===== src/rtl/lsu_mem_ctrl_pkg.sv =====
// mem_ctrl_pkg: shared types for the LSU memory request controller.
//   state_t   - controller FSM states
//   mem_req_t - one buffered request {we, addr, wdata, tag} at default widths
package mem_ctrl_pkg;
   localparam int DEF_ADDR_W = 10;
   localparam int DEF_DATA_W = 32;
   localparam int DEF_TAG_W  = 4;
   localparam int DEF_DEPTH  = 4;
   typedef enum logic [1:0] {IDLE, REQ, WAIT_RD} state_t;
   typedef struct packed {
      logic                  we;
      logic [DEF_ADDR_W-1:0] addr;
      logic [DEF_DATA_W-1:0] wdata;
      logic [DEF_TAG_W-1:0]  tag;
   } mem_req_t;
endpackage


===== src/rtl/lsu_mem_ctrl_req_fifo.sv =====
// req_fifo: in-order request buffer with wrap-around pointers.
//   CLK, RSTn   - clock, asynchronous active-low reset (empties the FIFO)
//   push, din   - write din when not full
//   pop         - drop head when not empty
//   dout        - current head entry
//   count       - occupancy; full/empty flags derived from it
module req_fifo
   import mem_ctrl_pkg::*;
#(
   parameter type T     = mem_req_t,
   parameter int  DEPTH = DEF_DEPTH
) (
   input  logic                   CLK,
   input  logic                   RSTn,
   input  logic                   push,
   input  logic                   pop,
   input  T                       din,
   output T                       dout,
   output logic [$clog2(DEPTH):0] count,
   output logic                   full,
   output logic                   empty
);
   localparam int PW = $clog2(DEPTH);
   T               mem [DEPTH];
   logic [PW-1:0]  wr_ptr, rd_ptr;
   logic           do_push, do_pop;
   assign full    = count == (PW+1)'(DEPTH);
   assign empty   = count == '0;
   assign do_push = push & ~full;
   assign do_pop  = pop & ~empty;
   assign dout    = mem[rd_ptr];
   // DEPTH is a power of two, so the pointers wrap by plain overflow
   always_ff @(posedge CLK or negedge RSTn) begin
      if (!RSTn) begin
         wr_ptr <= '0;
         rd_ptr <= '0;
         count  <= '0;
      end else begin
         if (do_push) wr_ptr <= wr_ptr + 1'b1;
         if (do_pop) rd_ptr <= rd_ptr + 1'b1;
         count <= count + {{PW{1'b0}}, do_push} - {{PW{1'b0}}, do_pop};
      end
   end
   always_ff @(posedge CLK) begin
      if (do_push) mem[wr_ptr] <= din;
   end
endmodule


===== src/rtl/lsu_mem_ctrl.sv =====
// lsu_mem_ctrl: buffers LSU load/store requests and issues them one at a time
// to the SRAM wrapper, returning tagged responses to the CDB side.
//   CLK, RSTn                          - clock, asynchronous active-low reset
//   lsu_valid/lsu_ready, lsu_we,
//   lsu_addr, lsu_wdata, lsu_tag       - request input handshake
//   rsp_valid, rsp_we, rsp_tag,
//   rsp_rdata                          - one-cycle response pulse
//   PROC_REQ/MEM_RDY, ADDR, WWE, WWDATA - request to memory wrapper
//   RDATA, VALID                       - read data return
module lsu_mem_ctrl
   import mem_ctrl_pkg::*;
#(
   parameter int ADDR_W = DEF_ADDR_W,
   parameter int DATA_W = DEF_DATA_W,
   parameter int TAG_W  = DEF_TAG_W,
   parameter int DEPTH  = DEF_DEPTH
) (
   input  logic              CLK,
   input  logic              RSTn,
   input  logic              lsu_valid,
   output logic              lsu_ready,
   input  logic              lsu_we,
   input  logic [ADDR_W-1:0] lsu_addr,
   input  logic [DATA_W-1:0] lsu_wdata,
   input  logic [TAG_W-1:0]  lsu_tag,
   output logic              rsp_valid,
   output logic              rsp_we,
   output logic [TAG_W-1:0]  rsp_tag,
   output logic [DATA_W-1:0] rsp_rdata,
   output logic              PROC_REQ,
   input  logic              MEM_RDY,
   output logic [ADDR_W-1:0] ADDR,
   output logic              WWE,
   output logic [DATA_W-1:0] WWDATA,
   input  logic [DATA_W-1:0] RDATA,
   input  logic              VALID
);
   typedef struct packed {
      logic              we;
      logic [ADDR_W-1:0] addr;
      logic [DATA_W-1:0] wdata;
      logic [TAG_W-1:0]  tag;
   } req_t;
   req_t                   head, din;
   logic [$clog2(DEPTH):0] count;
   logic                   full, empty, pop;
   state_t                 state_q, state_d;
   logic [TAG_W-1:0]       tag_q, tag_d;
   logic                   proc_req_d, wwe_d, rsp_valid_d, rsp_we_d;
   logic [ADDR_W-1:0]      addr_d;
   logic [DATA_W-1:0]      wwdata_d, rsp_rdata_d;
   logic [TAG_W-1:0]       rsp_tag_d;
   assign din       = '{we: lsu_we, addr: lsu_addr, wdata: lsu_wdata, tag: lsu_tag};
   assign lsu_ready = ~full;
   req_fifo #(.T(req_t), .DEPTH(DEPTH)) u_fifo (
      .CLK   (CLK),
      .RSTn  (RSTn),
      .push  (lsu_valid),
      .pop   (pop),
      .din   (din),
      .dout  (head),
      .count (count),
      .full  (full),
      .empty (empty)
   );
   always_comb begin
      state_d     = state_q;
      tag_d       = tag_q;
      proc_req_d  = PROC_REQ;
      addr_d      = ADDR;
      wwe_d       = WWE;
      wwdata_d    = WWDATA;
      rsp_valid_d = 1'b0;
      rsp_we_d    = rsp_we;
      rsp_tag_d   = rsp_tag;
      rsp_rdata_d = rsp_rdata;
      pop         = 1'b0;
      case (state_q)
         IDLE: if (!empty) begin
            state_d    = REQ;
            proc_req_d = 1'b1;
            addr_d     = head.addr;
            wwe_d      = head.we;
            wwdata_d   = head.wdata;
            tag_d      = head.tag;
         end
         // head stays in the FIFO until the wrapper accepts it
         REQ: if (MEM_RDY) begin
            pop        = 1'b1;
            proc_req_d = 1'b0;
            wwe_d      = 1'b0;
            if (WWE) begin
               state_d     = IDLE;
               rsp_valid_d = 1'b1;
               rsp_we_d    = 1'b1;
               rsp_tag_d   = tag_q;
               rsp_rdata_d = '0;
            end else begin
               state_d = WAIT_RD;
            end
         end
         WAIT_RD: if (VALID) begin
            state_d     = IDLE;
            rsp_valid_d = 1'b1;
            rsp_we_d    = 1'b0;
            rsp_tag_d   = tag_q;
            rsp_rdata_d = RDATA;
         end
         default: state_d = IDLE;
      endcase
   end
   always_ff @(posedge CLK or negedge RSTn) begin
      if (!RSTn) begin
         state_q   <= IDLE;
         tag_q     <= '0;
         PROC_REQ  <= 1'b0;
         ADDR      <= '0;
         WWE       <= 1'b0;
         WWDATA    <= '0;
         rsp_valid <= 1'b0;
         rsp_we    <= 1'b0;
         rsp_tag   <= '0;
         rsp_rdata <= '0;
      end else begin
         state_q   <= state_d;
         tag_q     <= tag_d;
         PROC_REQ  <= proc_req_d;
         ADDR      <= addr_d;
         WWE       <= wwe_d;
         WWDATA    <= wwdata_d;
         rsp_valid <= rsp_valid_d;
         rsp_we    <= rsp_we_d;
         rsp_tag   <= rsp_tag_d;
         rsp_rdata <= rsp_rdata_d;
      end
   end
endmodule


===== config.mk =====
export PLATFORM = sky130hd
export DESIGN_NAME = lsu_mem_ctrl
export DESIGN_NICKNAME = d
export VERILOG_FILES = /design/src/rtl/lsu_mem_ctrl_pkg.sv /design/src/rtl/lsu_mem_ctrl_req_fifo.sv /design/src/rtl/lsu_mem_ctrl.sv
export SDC_FILE = /design/constraint.sdc
export NUM_CORES = 1
export LEC_CHECK = 0
export ABC_AREA = 1
export CAP_MARGIN = 10
export CORE_MARGIN = 1.5
export CORE_UTILIZATION = 61
export CTS_BUF_LIST = sky130_fd_sc_hd__clkbuf_8
export DETAILED_ROUTE_END_ITERATION = 8
export PLACE_DENSITY_LB_ADDON = 0.12
export SYNTH_ARGS = -nofsm -noshare
export SYNTH_HDL_FRONTEND = slang
export SYNTH_SLANG_ARGS = --single-unit

===== constraint.sdc =====
create_clock -name CLK -period 7.3 [get_ports CLK]
set_clock_uncertainty 0.15 [all_clocks]
set_input_delay 1.46 -clock CLK [delete_from_list [all_inputs] [get_ports CLK]]
set_output_delay 1.46 -clock CLK [all_outputs]
set_load 0.01 [all_outputs]

# After elaboration in Yosys (flattened, before gate mapping)
# Memories as Yosys holds them, arrays and structs flattened.
# Cells that the tools add are included.
[op_classes]
n_mux = 30
n_addsub = 4
n_reduce_logical = 8
n_eq_ne = 7
bitwise = 4
[op_table]
columns = ["op", "n"]
rows = [
  ["$mux 32", 3],
  ["$pmux 32 s2", 1],
  ["$mux 1", 13],
  ["$mux 4", 3],
  ["$mux 2", 4],
  ["$ne 2x2->1 const B", 4],
  ["$pmux 1 s2", 4],
  ["$pmux 4 s2", 1],
  ["$pmux 2 s3", 1],
  ["$reduce_and 3->1", 2],
  ["$add 2x1->2 const B", 2],
  ["$reduce_and 4->1", 1],
  ["$reduce_bool 2->1", 2],
  ["$add 3x1->3", 1],
  ["$eq 3x3->1 const B", 1],
  ["$logic_not 3->1", 1],
  ["$sub 3x1->3", 1],
  ["$and 1x1->1", 2],
  ["$eq 2x1->1 const B", 1],
  ["$eq 2x2->1 const B", 1],
  ["$logic_not 2->1", 1],
  ["$not 1->1", 2],
  ["$reduce_and 2->1", 1],
]
[word_totals]
ramBits = 188
mem_count = 1
elab_cells = 67
output_inout_bits = 83
inputBits = 84
regBits = 95
[memory_table]
columns = ["memory", "depth", "word_bits", "rd", "rd_clocked_by_memory_dff", "write_ports", "line_no", "text"]
rows = [
  ["u_fifo.mem", 4, 47, 1, 0, 1, "lsu_mem_ctrl_req_fifo.sv:24", "T mem [DEPTH];"],
]

# Logic depth before layout (Yosys ltp)
[logic_depth]
word_depth = 5
mapped_depth = 10
mapped_depth_nobuf = 10

# By module
# Synthesis repeated with hierarchy kept, for this count alone.
[unflattened]
cells_unflattened = 1128
hier_area_um2 = 11721.2
[by_module_without_submodules]
columns = ["mod", "instances", "cells_each", "seq_area_each_um2", "area_per_inst_um2"]
rows = [
  ["req_fifo", 1, 654, 5820.6, 7850.0],
  ["lsu_mem_ctrl", 1, 474, 2202.1, 3871.2],
]

# Worst setup path after synthesis
# No wires, ideal clock.
[synth_path]
path_type = "input to register"
startpoint = "input lsu_valid"
endpoint = "memory u_fifo.mem[0][0] (netlist name) (enable)"
t_required_ns = 6.698
arrival_time_ns = 3.577
cell_stages = 2
slack_ns = 3.122
setup_ns = 0.452
path_buffers = 0
path_cell_list = "nand2_1 -> nor2_1"
[synth_via]
elab_chain_len = 3
[synth_rtl]
columns = ["item", "line_no", "text"]
rows = [
  ["start: declaration", "lsu_mem_ctrl.sv:20", "input logic lsu_valid,"],
  ["$and 1x1->1", "lsu_mem_ctrl_req_fifo.sv:29", "assign do_push = push & ~full;"],
  ["$mux 1", "lsu_mem_ctrl_req_fifo.sv:45", "if (do_push) mem[wr_ptr] <= din;"],
  ["$mux 1 (implied by the code)", "lsu_mem_ctrl_req_fifo.sv:45", ""],
  ["end: declaration", "lsu_mem_ctrl_req_fifo.sv:24", ""],
]
# Every way passes these cells.

# Worst setup path after layout
[layout_path]
startpoint = "input lsu_valid"
endpoint = "memory u_fifo.mem[3][3] (netlist name) (enable)"
# Same word-level chain as after synthesis.

==> impl_results.md <==
* DRT antenna net count at 0
* Sequential-to-total area share from yosys stat at 66.5%
* Hold Fails Final Rpt at 0
* Via count at 8457
* CTS max path bufs at 3
* WL final at 25700 um
* Syn Nets at 1314
* IO Count at roughly 170
* Initial core utilization at between 60 and 70%
* Final design instance area without fill at 14700 um^2
* Synth top area share at 46.8%
* CTS resizes at 0
* Core ar. at 19400 um^2
* Clk Latency, worst-skew pair at 0.56 ns
* Least-Margin Pin Slew at 1.13 ns
* Rel. slew slack at about 25%
* Synth warn at 0
* Max stage delay on crit path at 0.68 ns
* IO buf count at 166
* Mean area per synthesized cell at 9.88 um^2
* Period minus WS final at about 3.4 ns
* Cell row count at approximately 50
* CP max FO at 27
* Root Driver: clkbuf_8
* Cell Pwr Density at 412 nW/um^2
* Die width at 144 um
* Async SR Flop Fraction at 33.6%
* Largest net degree at the start of global routing at 98
* Setup Buffers After CTS at 0
* Ratio of cells with drive above 1 in the final layout at under 10%
* Placed instance area at about 14000 um^2
* Diodes inserted at 0
* First-pass GRT wire length at 41100 um
* First-pass detailed-route iteration total at 6
* Vias in the first global route at ~8400
* Fin nets at 1479
* Die height at about 140 um
* DP HPWL at 15100 um
* Number of CTS-inserted buffers at 45
* Dominant register cell in the synthesized netlist: edfxtp_1
* DR vias/cell at 5.01
* Final worst-path cycle share at a little under half
* Leakage at 6.97 nW
* CP required at between 7 and 8 ns
* VDD IR max at 0.000290 V
* Post-synth cell types at 22
* Count of pins over their slew limit at 0
* Final worst slack at 3.92 ns
* CTS clk-pin slew, worst paths at approximately 0.05 ns
* Total die area at 20600 um^2
* Critical-path cell list: clkdlybuf4s50_1 > nand2_1 > nor2_4 > buf_4
* Fillcell total at approximately 1400
* Number of synthesized flops with an enable pin at roughly 190
* Mapped Cells at 1220
* H-tree levels at 2
* Drc violations at 0
* Crit path DAT at roughly 3.4 ns
* Cell taking the most area after synthesis: edfxtp_1
* Clock sinks at approximately 280
* Outcome: completed
* Fmax at 296 MHz
* Mapped Area at 12100 um^2
* Setup CP Type: input pin to register
* Final setup vio count at 0
* Layout area overhead at 21.9%
* Wire per inst at 15.2 um
* Critical path capture point type: register
* Remaining global-route overflow at 0
* Setup WS pre-CTS at 3.33 ns
* RSZ-0062 raised after global routing: false
* Area contributors post-synth: edfxtp_1 47%, dfrtp_1 20%, nand2_1 16%
* Post-synthesis register bit count at 283
* Worst Setup Start Kind: input pin
* Final setup TNS at 0 ns
* CTS Hold Bufs at 0
* All-Layer GR Usage at 25.8%
* TritonCTS clock tree: done
* Hold WC Path Type: register to register
* Initial antenna violation count at 0
* Final Wtd Congestion at between 0.8 and 0.9
* Reg2Reg Setup Slack at ~4.0 ns
* CP max stage cell: nor2_4
* Max-cap viol count at 0
* Iter 0 DRT Violations at ~540
## critical path, delay by kind of cell
family	cells	cell delay (ns)
simple gates	2	0.97
buf+inv	2	0.96
## state kept, by name, summed over array words and instances (netlist names), 2 cells and up
signal and cells:
WWDATA 32, u_fifo.count 3, u_fifo.rd_ptr 2, ADDR 10, u_fifo.mem 188, u_fifo.wr_ptr 2
tag_q 4, rsp_tag 4, rsp_rdata 32, state_q 2
## final cells by class
| class | count | area, um^2 | share of cell area [%] |
|---|---|---|---|
| Clock buffer | 55 | 757 | 5.15 |
| Clock inverter | 29 | 116 | 0.792 |
| Inverter | 212 | 797 | 5.42 |
| Multi-Input combinational cell | 669 | 2940 | 20.0 |
| Sequential cell | 283 | 8030 | 54.6 |
| Tap cell | 265 | 332 | 2.26 |
| Timing Repair Buffer | 174 | 1720 | 11.7 |
## synthesized netlist by cell type, types with 2 or more instances
| cell | count |
|---|---|
| clkbuf_1 | 16 |
| nor2_1 | 9 |
| nand3_1 | 103 |
| nand2_1 | 502 |
| xnor2_1 | 3 |
| buf_4 | 17 |
| o21ai_0 | 2 |
| buf_6 | 4 |
| edfxtp_1 | 188 |
| inv_2 | 3 |
| buf_2 | 19 |
| nor2_2 | 2 |
| dfrtp_1 | 95 |
| nand3b_1 | 33 |
| inv_1 | 209 |
| ha_1 | 9 |
## final timing paths
path / depth (start not counted) / startpoint / endpoint
worst max-delay path: 4 / lsu_valid / u_fifo.mem[3][3]
worst min-delay path: 2 / rsp_tag[3] / rsp_tag[3]
worst max register to register: 7 / u_fifo.rd_ptr[0] / WWDATA[4]
worst min register to register: 2 / rsp_tag[3] / rsp_tag[3]
max in group asynchronous: 2 / RSTn / u_fifo.rd_ptr[0]
min in group asynchronous: 1 / RSTn / WWDATA[19]
## where the power goes
part / internal, mW / switching, mW / total [mW]
clock: 0.680 / 0.595 / 1.27
sequential: 2.22 / 0.323 / 2.54
combinational: 0.884 / 1.36 / 2.24
## logic make-up (layout without fill, tap and decap cells)
kind of cell,count (synthesis),after routing,synth area share (%)
AO/OA/AOI/OAI,4,4,0.259
XOR/XNOR,4,4,0.291
adder cells (fa/ha/maj),10,10,1.10
buffers and inverters,268,470,9.32
flip-flops,283,283,66.5
AND/OR/NAND/NOR,651,651,22.5
## placed cells by master (no fill, tap or decap)
cell / count
nand2_1: 501
inv_1: 229
edfxtp_1: 188
clkdlybuf4s50_1: 165
nand3_1: 103
dfrtp_1: 93
clkbuf_8: 55
nand3b_1: 33
ha_1: 9
buf_4: 9
nor2_1: 5
nor2_4: 4
clkinv_2: 4
clkinv_1: 4
xnor2_1: 3
inv_2: 3
nor2_2: 2
o21ai_0: 2
a21oi_1: 1
nand2_2: 1
a21oi_4: 1
nand2_4: 1
xor2_1: 1
nand4_1: 1
fa_1: 1
clkinvlp_4: 1
dfrtp_4: 1
dfrtp_2: 1
## metal layers
metal  part of all wire [%]  up-vias  GRT usage, %  wire length [um]
li1                       -     4103             -                 -
met1                     41     4010          32.9             10500
met2                     50      302          44.1             12800
met3                    7.6       42          5.20              1950
met4                    1.9        0          8.92               496
met5                      0        -             0                 0
## per-stage QoR
step / hold slack, ns / util, % / std cells / power, mW
floorplan: 0.299 / - / 1220 / 3.95
global placement: 0.303 / 71.2 / 1603 / 4.74
detailed placement: 0.308 / 71.2 / 1603 / 4.82
CTS: 0.322 / 75.7 / 1687 / 6.11
global route: 0.335 / 75.7 / 1687 / 6.47
finish: 0.321 / 75.7 / 1687 / 6.06
Note: power is estimated with default switching activity, not from simulation.
